--- config.mk ---
export PLATFORM = sky130hd
export DESIGN_NAME = pc_sequencer
export DESIGN_NICKNAME = d
export VERILOG_FILES = /design/src/rtl/pc_sequencer.sv
export SDC_FILE = /design/constraint.sdc
export NUM_CORES = 1
export LEC_CHECK = 0
export CORE_AREA = 2 2 171 173
export DETAILED_ROUTE_END_ITERATION = 6
export DIE_AREA = 0 0 173 175
export SLEW_MARGIN = 20
export SYNTH_ARGS = -nofsm -noshare
export SYNTH_HDL_FRONTEND = slang
export SYNTH_SLANG_ARGS = --single-unit
--- constraint.sdc ---
create_clock -name clk -period 6.4 [get_ports clk]
set_input_delay 0.64 -clock clk [delete_from_list [all_inputs] [get_ports clk]]
set_output_delay 0.64 -clock clk [all_outputs]
set_load 0.005 [all_outputs]
--- src/rtl/pc_sequencer.sv ---
// Fetch PC sequencer with priority-encoded redirects, a circular return-address
// stack, an exception/eret path and a RUN/HALTED control state.
module pc_sequencer #(
  parameter int              XLEN         = 32,
  parameter logic [XLEN-1:0] RESET_VECTOR = XLEN'(32'h0000_0000),
  parameter logic [XLEN-1:0] EXC_VECTOR   = XLEN'(32'h0000_0080),
  parameter int              RAS_DEPTH    = 4
) (
  input  logic            clk,
  input  logic            reset,
  input  logic            stall,
  input  logic            branch_taken,
  input  logic [XLEN-1:0] branch_target,
  input  logic            jump,
  input  logic [XLEN-1:0] jump_target,
  input  logic            link,
  input  logic            ret,
  input  logic [XLEN-1:0] ret_target,
  input  logic            exception,
  input  logic            eret,
  input  logic            halt,
  input  logic            resume,
  output logic [XLEN-1:0] pc_out,
  output logic [XLEN-1:0] pc_plus4,
  output logic [XLEN-1:0] epc,
  output logic            misalign,
  output logic            halted,
  output logic            ras_empty
);

  localparam int PW = $clog2(RAS_DEPTH);
  localparam int CW = $clog2(RAS_DEPTH + 1);

  typedef enum logic {RUN, HALTED} state_t;

  state_t          state, state_next;
  logic [XLEN-1:0] pc_next, epc_next;
  logic            misalign_next;
  logic [XLEN-1:0] ras_mem [RAS_DEPTH];
  logic [PW-1:0]   ras_ptr;
  logic [CW-1:0]   ras_cnt;
  logic            ras_push, ras_pop;
  logic [XLEN-1:0] ras_top, ret_addr;
  logic            redirect;
  logic [XLEN-1:0] redirect_target;

  assign pc_plus4  = pc_out + XLEN'(4);
  assign halted    = (state == HALTED);
  assign ras_empty = (ras_cnt == '0);
  assign ras_top   = ras_mem[ras_ptr - PW'(1)];
  assign ret_addr  = ras_empty ? ret_target : ras_top;

  always_comb begin
    state_next      = state;
    pc_next         = pc_out;
    epc_next        = epc;
    misalign_next   = 1'b0;
    ras_push        = 1'b0;
    ras_pop         = 1'b0;
    redirect        = 1'b0;
    redirect_target = '0;
    case (state)
      RUN: begin
        if (exception) begin
          pc_next  = EXC_VECTOR;
          epc_next = pc_out;
        end else if (eret) begin
          pc_next = epc;
        end else if (branch_taken) begin
          redirect        = 1'b1;
          redirect_target = branch_target;
        end else if (jump) begin
          redirect        = 1'b1;
          redirect_target = jump_target;
          ras_push        = link;
        end else if (ret) begin
          redirect        = 1'b1;
          redirect_target = ret_addr;
          ras_pop         = !ras_empty;
        end else if (halt) begin
          pc_next    = pc_plus4;
          state_next = HALTED;
        end else if (!stall) begin
          pc_next = pc_plus4;
        end
        // A misaligned redirect traps instead, recording the bad target in epc.
        if (redirect) begin
          if (redirect_target[1:0] != 2'b00) begin
            pc_next       = EXC_VECTOR;
            epc_next      = redirect_target;
            misalign_next = 1'b1;
          end else begin
            pc_next = redirect_target;
          end
        end
      end
      HALTED: begin
        if (exception) begin
          pc_next    = EXC_VECTOR;
          epc_next   = pc_out;
          state_next = RUN;
        end else if (resume) begin
          state_next = RUN;
        end
      end
      default: state_next = RUN;
    endcase
  end

  always_ff @(posedge clk or posedge reset) begin
    if (reset) begin
      state    <= RUN;
      pc_out   <= RESET_VECTOR;
      epc      <= '0;
      misalign <= 1'b0;
    end else begin
      state    <= state_next;
      pc_out   <= pc_next;
      epc      <= epc_next;
      misalign <= misalign_next;
    end
  end

  // Push overwrites the oldest slot when full because the pointer simply wraps.
  always_ff @(posedge clk or posedge reset) begin
    if (reset) begin
      ras_ptr <= '0;
      ras_cnt <= '0;
      for (int i = 0; i < RAS_DEPTH; i++) ras_mem[i] <= '0;
    end else if (ras_push) begin
      ras_mem[ras_ptr] <= pc_plus4;
      ras_ptr          <= ras_ptr + PW'(1);
      if (ras_cnt != CW'(RAS_DEPTH)) ras_cnt <= ras_cnt + CW'(1);
    end else if (ras_pop) begin
      ras_ptr <= ras_ptr - PW'(1);
      ras_cnt <= ras_cnt - CW'(1);
    end
  end

endmodule

; Word level (Yosys, flattened, before mapping)
; Index checks and enable logic that the tools add are counted.
[word_totals]
wordCells = 97
input_bits = 107
regBits = 199
[classes]
n_lt_le_gt_ge = 3
n_reduce_logical = 7
add_sub_neg = 5
n_mux = 62
bitwise = 3
n_eq_ne = 7
[op_table]
columns = cell, count
row1 = two-way mux 32 bit, 23
row2 = bitwise mux 128 bit, 1
row3 = one-hot mux 32 bit (2 select lines), 2
row4 = binary-select mux 32 bit (select 2 bit), 1
row5 = demux 32 bit (select 2 bit), 1
row6 = "adder 32 x 3 -> 32 bit, second input constant", 1
row7 = two-way mux 1 bit, 28
row8 = "inequality test 5 x 4 -> 1 bit, second input constant", 3
row9 = two-way mux 3 bit, 3
row10 = ">= comparator 3 bit, second input constant", 2
row11 = "inequality test 6 x 5 -> 1 bit, second input constant", 1
row12 = inverter 2 -> 3 bit, 2
row13 = AND reduction 5 bit, 1
row14 = two-way mux 2 bit, 2
row15 = nonzero test 2 bit, 2
row16 = "adder 3 x 1 -> 3 bit, second input constant", 1
row17 = zero test 3 bit, 1
row18 = "less-than comparator 3 x 1 -> 1 bit, second input constant", 1
row19 = "inequality test 3 bit, second input constant", 1
row20 = "subtractor 3 x 1 -> 3 bit, second input constant", 1
row21 = "adder 2 x 1 -> 2 bit, second input constant", 1
row22 = "inequality test 2 x 1 -> 1 bit, second input constant", 1
row23 = "inequality test 2 bit, second input constant", 1
row24 = one-hot mux 1 bit (2 select lines), 1
row25 = other kinds (5), 5

; Longest topological paths before layout
; Gate-level depths: netlist of run 1.
[logic_depth]
depth_word = 16
depth_mapped = 15
depth_no_buf = 9

; Least setup slack after synthesis of run 1
; OpenSTA, ideal clock, no wires.
[synth_path]
path_kind = register to register
from = register ras_ptr[0]
to = register pc_out[10]
setup_time_ps = 121
required_time_ps = 6279
slack_ps = 3173
t_arrival_ps = 3106
stages_incl_launch_ff = 15
path_cell_list = dfrtp_1 buf_6 buf_2 buf_2 inv_1 ha_1 buf_2 buf_2 buf_1 mux4_2 o221ai_1 nand2_1 o211ai_1 o21ai_0 a22o_1
[synth_between]
elab_chain_len = 16
[synth_rtl]
columns = item, line
row1 = from (decl), 40  ; logic [PW-1:0] ras_ptr;
row2 = from (signal assigned), 132  ; ras_ptr <= ras_ptr + PW'(1);
row3 = from (signal assigned), 135  ; ras_ptr <= ras_ptr - PW'(1);
row4 = subtractor 2 x 1 -> 2 bit (*), 50  ; assign ras_top = ras_mem[ras_ptr - PW'(1)];
row5 = inverter 2 -> 3 bit (not written as such) (*), 50
row6 = binary-select mux 32 bit (select 2 bit) (*), 50
row7 = two-way mux 32 bit (not written as such) (*) (2 in a row), 50
row8 = two-way mux 32 bit (*), 51  ; assign ret_addr = ras_empty ? ret_target : ras_top;
row9 = two-way mux 32 bit (*), 76  ; end else if (ret) begin
row10 = two-way mux 32 bit (*), 72  ; end else if (jump) begin
row11 = two-way mux 32 bit (*), 69  ; end else if (branch_taken) begin
row12 = two-way mux 32 bit (*), 67  ; end else if (eret) begin
row13 = two-way mux 32 bit (*), 64  ; if (exception) begin
row14 = two-way mux 32 bit (*), 62  ; case (state)
row15 = nonzero test 2 bit, 88  ; if (redirect_target[1:0] != 2'b00) begin
row16 = two-way mux 32 bit (*), 88
row17 = two-way mux 32 bit (*), 87  ; if (redirect) begin
row18 = one-hot mux 32 bit (2 select lines) (*), 62
row19 = to (signal assigned), 118  ; pc_out <= pc_next;
row20 = to (decl), 23  ; output logic [XLEN-1:0] pc_out,
; Mark *: on every way between the ends. The rest lies on a longest branch, timed or not. The select of a mux whose other input is x is not followed.
; A chain may end at the register's enable or synchronous reset.

; Worst setup path after layout of run 1
[layout_path]
from = input eret
to = register ras_mem[96] (netlist name)
[layout_between]
elab_chain_len = 3
[layout_rtl]
columns = item, line
row1 = from (decl), 20  ; input logic eret,
row2 = two-way mux 1 bit, 67
row3 = two-way mux 1 bit, 64
row4 = two-way mux 1 bit, 62
row5 = "to (signal, indexed assignment)", 131  ; ras_mem[ras_ptr] <= pc_plus4;
row6 = to (decl), 39  ; logic [XLEN-1:0] ras_mem [RAS_DEPTH];
; No other way between the ends.

==> summary.txt, run 1 <==
Setup path
  – Crit. End Element: register
  – Worst EP arrival: around 4.6 ns
  – Bufs and invs on worst path: 3
  – R2R cell count: 10
  – Worst setup path startpoint: eret
  – Crit-path leading delay family: simple AND/OR/NAND/NOR gates
  – Worst-path cell chain: clkdlybuf4s50_1 > buf_4 > inv_1 > nand2_1 > nor4_2 > nand2_2 > mux2_2
  – Critical path launch point type: input port
  – Worst path max stage delay: 0.85 ns
  – Worst reg2reg setup slack: 2.90 ns
  – Worst r2r dst: pc_out[17]$_DFFE_PP0P_
  – Critical path peak fanout: just over 60
  – Origin of the critical flop-to-flop path: ras_ptr[1]$_DFFE_PP0P_
  – Slowest CP cell: nor4_2
  – WS Path Type: input port to register
  – Crit path required time: slightly below 7 ns

Synthesis
  – Sequential cell area fraction in the yosys report: 0.470
  – Synth Area in Simple Gates: 0.137
  – Largest family of logic cells by synthesized area: compound AO/OA/AOI/OAI gates
  – Post-Syn Nets: 1209
  – Post-Synthesis Cells: 1096
  – Synthesis Warnings: 0
  – Top cells by area, synth: dfrtp_1, o21ai_0, nand2_1, mux4_2, mux2i_1
  – Syn Std Cell Area: 0.0106 mm²
  – Netlist cell types: 62
  – Post-synth EDFFs: 0
  – Post-synthesis adder-cell area fraction: 0.00779
  – Cell taking the most area after synthesis: dfrtp_1
  – Top cell type's share of synthesized area: 0.470
  – Mux cell area share after synthesis: 0.109
  – Asr flop ratio synth: 1.00
  – Avg Cell Area, Syn: 9.67 µm²
  – Flops & latches, synth: approximately 200
  – Xor and xnor area share after synthesis: 0.0264
  – Synth Area in Compound Gates: 0.200
  – Ys flop type: dfrtp_1

STA
  – Max_slew headroom: 0.261
  – Worst setup margin: around 2.1 ns
  – Final setup vio count: 0
  – Final Hold Vio Count: 0
  – TNS Setup: 0 ns
  – Tmin final: 4.27 ns
  – Worst-Margin Slew: 1.11 ns
  – Slew Viols, Final: 0
  – Post-route clock period utilization: 0.667
  – Unrepaired setup endpoints after global routing: no
  – Achievable Freq: 234 MHz
  – Clk_skew: between 0.01 and 0.015 ns

Hold path
  – HP Start: ras_mem[77]$_DFFE_PP0P_
  – Hold depth: 2
  – Hold Path Class: register to register
  – Hold worst-path end: ras_mem[77]$_DFFE_PP0P_

Final layout
  – Share of layout cells above drive strength 1: 0.0927
  – Commonest non-fill, non-tap cell in the layout: clkdlybuf4s50_1
  – Post-Layout Cell Count: 1646
  – Commonest non-fill, non-tap cells in the layout: clkdlybuf4s50_1, nand2_1, dfrtp_1, o21ai_0, a21oi_1
  – Final #Nets: between 1000 and 1500
  – N_diodes: 0
  – Final core utilization: 0.476
  – Layout area overhead: 27.4%

CTS
  – CTS tree: yes
  – Clk sinks: 199
  – Num CTS Buffers: 17
  – Root Buffer: clkbuf_16
  – Clock transition at the registers of the reported paths: 0.08 ns
  – CTS Hold Bufs: 0
  – Post-CTS Setup Repair Bufs: 0
  – CTS max path bufs: 2
  – Post-CTS resize count: 0
  – CTS H-tree depth: 4
  – Worst skew pair latency: 0.44 ns

Route
  – WL/cell: around 22 µm
  – Vias per cell: 5.52
  – 1st-iter DRT viols: 779
  – Drt first pass iters: 5
  – Routed WL: 35500 µm
  – Via Count: 9080
  – DR DRC count: 0
  – Remaining antenna violation count after routing: 0

Floorplan
  – Die W: 173 µm
  – Initial Util: 0.373
  – Die Y: 175 µm
  – Die area: 0.0303 mm²
  – Core area: around 0.028 mm²
  – # IOs: 206
  – Rows: 62

Outcome
  – Status: finished, final reports clean

Global routing
  – Largest net degree at the start of global routing: between 100 and 150
  – Vias in the first global route: 9027
  – Total grt overflow: 0
  – Wire length of the first global-routing pass: 54300 µm
  – Gr usage total: 0.235
  – Initial antenna violation count: 0

Power and ir drop
  – Pwr Density: 295 mW/mm²
  – Lkg Pwr: roughly 0.0058 µW
  – Final total power: between 3000 and 4000 µW
  – Max VDD drop: between 0.15 and 0.2 mV

Placed design
  – Pre-CTS worst setup slack: between 1.5 and 2 ns
  – Placed Instances: 1614
  – Port Buffers: 205
  – RePlAce Congestion: 0.843
  – Detail Placement HPWL: 25000 µm

Flow run
  – Max Cap Viol: 0
worst max-delay path by stage:
stage	slack (ns)	cells past startpoint	to
floorplan	0.33	1	epc[0]$_DFF_PP0_
global placement	1.95	7	ras_mem[35]$_DFFE_PP0P_
detailed placement	1.88	7	ras_mem[35]$_DFFE_PP0P_
CTS	2.29	7	pc_plus4[28]
global route	1.88	7	ras_mem[96]$_DFFE_PP0P_
finish	2.13	7	ras_mem[96]$_DFFE_PP0P_
cells in the mapped netlist, drive strengths merged, types with 16 or more instances:
cell	n
mux4	32
dfrtp	199
o221ai	17
mux2i	25
a22o	16
nor2	39
a21oi	45
inv	38
nand2	202
buf	29
nor2b	20
xnor2	20
o21ai	167
a211oi	22
o211ai	18
clkbuf	58
report_power, final:
part	leakage [µW]	switching, µW	total, µW	internal [µW]
clock	0.000296	554	1120	564
combinational	0.00278	664	1260	596
sequential	0.00269	163	1610	1450
through the flow:
step	hold WS (ns)	cell area (µm²)
floorplan	0.442	10600
finish	0.477	13500
CTS	0.484	13500
global route	0.503	13500
detailed placement	0.467	12900
global placement	0.456	12900
cell type report:
cell class                      instances  area, µm²
Multi-Input combinational cell        772       5130
Clock inverter                         15        183
Sequential cell                       199       4980
Tap cell                              384        480
Fill cell                            2701      14900
Clock buffer                           17        425
Inverter                               38        150
Timing Repair Buffer                  221       2170
layer usage:
layer	vias up	part of all wire	global-route usage	wire length, µm
li1	4221	-	-	-
met1	4413	0.45	0.322	15900
met2	381	0.45	0.364	16000
met3	65	0.063	0.0398	2240
met4	0	0.041	0.108	1470
met5	-	0	0	0
logic make-up (layout without fill, tap and decap cells):
kind of cell	after synthesis	in the layout
xor gates and xnor gates	32	32
buffers and inverters	125	291
AOI/OAI and AO/OA	339	339
adders and majority gates	6	6
muxes	72	72
and+or+nand+nor	323	323
DFF	199	199
worst register-to-register path, stage by stage (launching register included):
cell and delay [ns]:
dfrtp_1 0.39, inv_1 0.08, ha_1 0.86, buf_4 0.44
mux4_1 0.34, nor2b_1 0.16, a211oi_1 0.39, nor4_1 0.10
o22ai_1 0.23, nor3b_1 0.09, a221o_1 0.32
sequential cells by signal (all words and copies together) (netlist names):
register and cells:
ras_cnt 3, misalign 1, ras_ptr 2, pc_out 32
halted 1, epc 32, ras_mem 128
(Power assumes the default switching activity.)
==> inputs of run 2 (changes only) <==
==> constraint.sdc (replaced) <==
create_clock -name clk -period 3.9 [get_ports clk]
set_input_delay 0.39 -clock clk [delete_from_list [all_inputs] [get_ports clk]]
set_output_delay 0.39 -clock clk [all_outputs]
set_load 0.005 [all_outputs]
==> run 2 against run 1 <==
Clock skew grew 0.0053 ns. Non-clock buffer count grew 24. Hold slack lost 0.21 ns. Setup slack lost 1.9 ns. Die area is the same. Clock power grew 72%. Highest routed layer unchanged. Design area grew 1.8%. Largest power group unchanged. Count of clock-buffer cells in the layout is the same. Register-to-register slack lost 2.2 ns. Via count grew 2.4%. Flip-flop and latch count is the same. Critical path type is now register to primary output.
==> summary.txt, run 2 (same netlist as run 1, synthesis figures left out) <==
Setup path
  – CP Depth: 7 (unchanged)
  – Crit path required time: 3.51 ns (-3.22 ns)
  – Worst-path cell chain: and4_1 > nand4_2 > nor3b_1 > nand3_1 > xor2_1 > inv_1 > clkdlybuf4s50_1
  – Crit. End Element: primary output
  – Worst path max stage delay: 0.52 ns (-0.33 ns)
  – Slowest CP cell: dfrtp_1
  – CP endpoint: pc_plus4[31]
  – Critical path peak fanout: 9 (-85%)
  – Worst r2r dst: pc_out[20]$_DFFE_PP0P_
  – Origin of the critical flop-to-flop path: ras_ptr[0]$_DFFE_PP0P_
  – Worst reg2reg setup slack: 0.67 ns (-2.23 ns)
  – Bufs and invs on worst path: 2 (-1)
  – R2R cell count: 8 (-2)
  – Worst EP arrival: 3.25 ns (-1.35 ns)
  – Critical path launch point type: register
  – WS Path Type: register to primary output
  – Worst setup path startpoint: pc_out[6]$_DFFE_PP0P_
  – Crit-path leading delay family: simple AND/OR/NAND/NOR gates

Final layout
  – Share of layout cells above drive strength 1: 0.110 (+0.0169)
  – Fin area: 0.0138 mm² (+1.8%)
  – Commonest non-fill, non-tap cells in the layout: clkdlybuf4s50_1, nand2_1, dfrtp_1, o21ai_0, a21oi_1
  – Multi-input logic area: 0.00512 mm² (-0.20%)
  – Biggest regs: ras_mem: 128 flops, epc: 32 flops, pc_out: 32 flops
  – N_diodes: 0 (unchanged)
  – Number of fill cells in the layout: 2687 (-0.52%)
  – Final #Nets: 1386 (+1.8%)
  – Layout area overhead: 29.8%
  – Commonest non-fill, non-tap cell in the layout: clkdlybuf4s50_1
  – Biggest register: ras_mem
  – Largest register FFs: 128 (unchanged)
  – FF/Latch Area: 0.00498 mm² (unchanged)

Route
  – 1st-iter DRT viols: 766 (-1.7%)
  – Remaining antenna violation count after routing: 0 (unchanged)
  – Via Count: 9300 (+2.4%)
  – Drt first pass iters: 6 (+1)
  – DR DRC count: 0 (unchanged)
  – WL/cell: 22.0 µm (+2.0%)
  – Routed WL: 36700 µm (+3.5%)
  – Vias per cell: 5.57 (+0.95%)

STA
  – Tmin final: 3.64 ns
  – Clk_skew: 0.0181 ns (+0.00532 ns)
  – Post-route clock period utilization: 0.933
  – Final setup vio count: 0 (unchanged)
  – Achievable Freq: about 270 MHz
  – Worst-Margin Slew: 0.852 ns (-0.255 ns)
  – Slew Viols, Final: 0 (unchanged)
  – Final Hold Vio Count: 0 (unchanged)
  – Max_slew headroom: 0.428 (+0.167)
  – Unrepaired setup endpoints after global routing: no
  – TNS Setup: 0 ns (unchanged)

Global routing
  – Initial antenna violation count: 0 (unchanged)
  – Vias in the first global route: 9204 (+2.0%)
  – Met3 usage in global routing: 0.0605 (+0.0207)
  – Total grt overflow: 0 (unchanged)
  – Wire length of the first global-routing pass: 56700 µm (+4.4%)
  – Gr usage total: 0.247 (+0.0123)
  – Most used routing layer: met2
  – Met2 GRT Util: 0.390 (+0.0260)
  – Met1 GRT Util: 0.330 (+0.00881)
  – Largest net degree at the start of global routing: 57 (-57%)

Floorplan
  – Initial Util: 0.373 (unchanged)
  – Core area: 0.0284 mm² (unchanged)
  – # IOs: 206 (unchanged)
  – Die W: 173 µm (unchanged)
  – Die Y: 175 µm (unchanged)
  – Die area: 0.0303 mm² (unchanged)
  – Rows: 62 (unchanged)

Placed design
  – RePlAce Congestion: 0.899 (+6.7%)
  – Port Buffers: 205 (unchanged)
  – Placed cell areas: 0.0131 mm² (+1.7%)
  – Detail Placement HPWL: 26700 µm (+7.0%)

CTS
  – CTS tree: yes
  – Clock transition at the registers of the reported paths: 0.08 ns (about the same)
  – Post-CTS resize count: 0 (unchanged)
  – Worst skew pair latency: 0.45 ns (about the same)
  – Clk sinks: 199 (unchanged)
  – CTS Hold Bufs: 0 (unchanged)
  – Post-CTS Setup Repair Bufs: 0 (unchanged)
  – CTS H-tree depth: 4 (unchanged)
  – CTS max path bufs: 2 (unchanged)
  – Root Buffer: clkbuf_16
  – Num CTS Buffers: 17 (unchanged)

Power and ir drop
  – Pwr Density: 489 mW/mm² (+66%)
  – Lkg Pwr: 0.00587 µW (+2.0%)
  – Max VDD drop: 0.337 mV (+120%)

Outcome
  – Status: finished, final reports clean

Hold path
  – Hold Path Class: input port to asynchronous set/reset pin

Flow run
  – Max Cap Viol: 0 (unchanged)
[run 2: metrics by stage]
| step | std cells | util | hold slack [ns] | setup WS, ns | power, µW |
|---|---|---|---|---|---|
| after CTS | 1669 | 0.484 | 0.454 | 0.307 | 6750 |
| after global routing | 1670 | 0.485 | 0.291 | 0.0429 | 7070 |
| final | 1670 | 0.485 | 0.271 | 0.262 | 6730 |
| after global placement | 1637 | 0.462 | 0.456 | 0.713 | 4790 |
| after detailed placement | 1637 | 0.462 | 0.462 | 0.614 | 4830 |
| after floorplan | 1096 | - | 0.442 | 0.673 | 3890 |
[run 2: layer usage]
layer	routed length [µm]	part of all wire
met1	15600	0.42
met2	17000	0.46
met3	2940	0.080
met4	1230	0.033
met5	0	0
[run 2: power breakdown]
part | switching [µW] | total, µW | internal [µW]
Combinational | 1110 | 2140 | 1040
Clock | 895 | 1930 | 1040
Sequential | 273 | 2650 | 2380
[run 2: worst min path at each step]
stage / from / to / slack [ns] / cells past startpoint
after floorplan: ras_mem[49]$_DFFE_PP0P_ / ras_mem[49]$_DFFE_PP0P_ / 0.44 / 2
after global placement: ras_mem[49]$_DFFE_PP0P_ / ras_mem[49]$_DFFE_PP0P_ / 0.46 / 2
after detailed placement: ras_mem[50]$_DFFE_PP0P_ / ras_mem[50]$_DFFE_PP0P_ / 0.46 / 2
after CTS: exception / epc[29]$_DFF_PP0_ / 0.45 / 6
after global routing: reset / ras_mem[79]$_DFFE_PP0P_ / 0.29 / 2
final: reset / ras_mem[79]$_DFFE_PP0P_ / 0.27 / 2
[run 2: worst reg2reg max path, delay by kind of cell (launching register included)]
| kind | cells | cell delay (ns) |
|---|---|---|
| multiplexers | 2 | 0.82 |
| buffers and inverters | 1 | 0.54 |
| AO/OA/AOI/OAI | 4 | 0.80 |
| flip-flops | 1 | 0.36 |
| AND/OR/NAND/NOR | 1 | 0.61 |
[run 2: cell type report]
type | instances | share of cell area
multi-input combinational | 772 | 0.372
sequential | 199 | 0.362
timing repair buffer | 245 | 0.175
tap | 384 | 0.0349
clock buffer | 17 | 0.0309
clock inverter | 15 | 0.0146
inverter | 38 | 0.0106
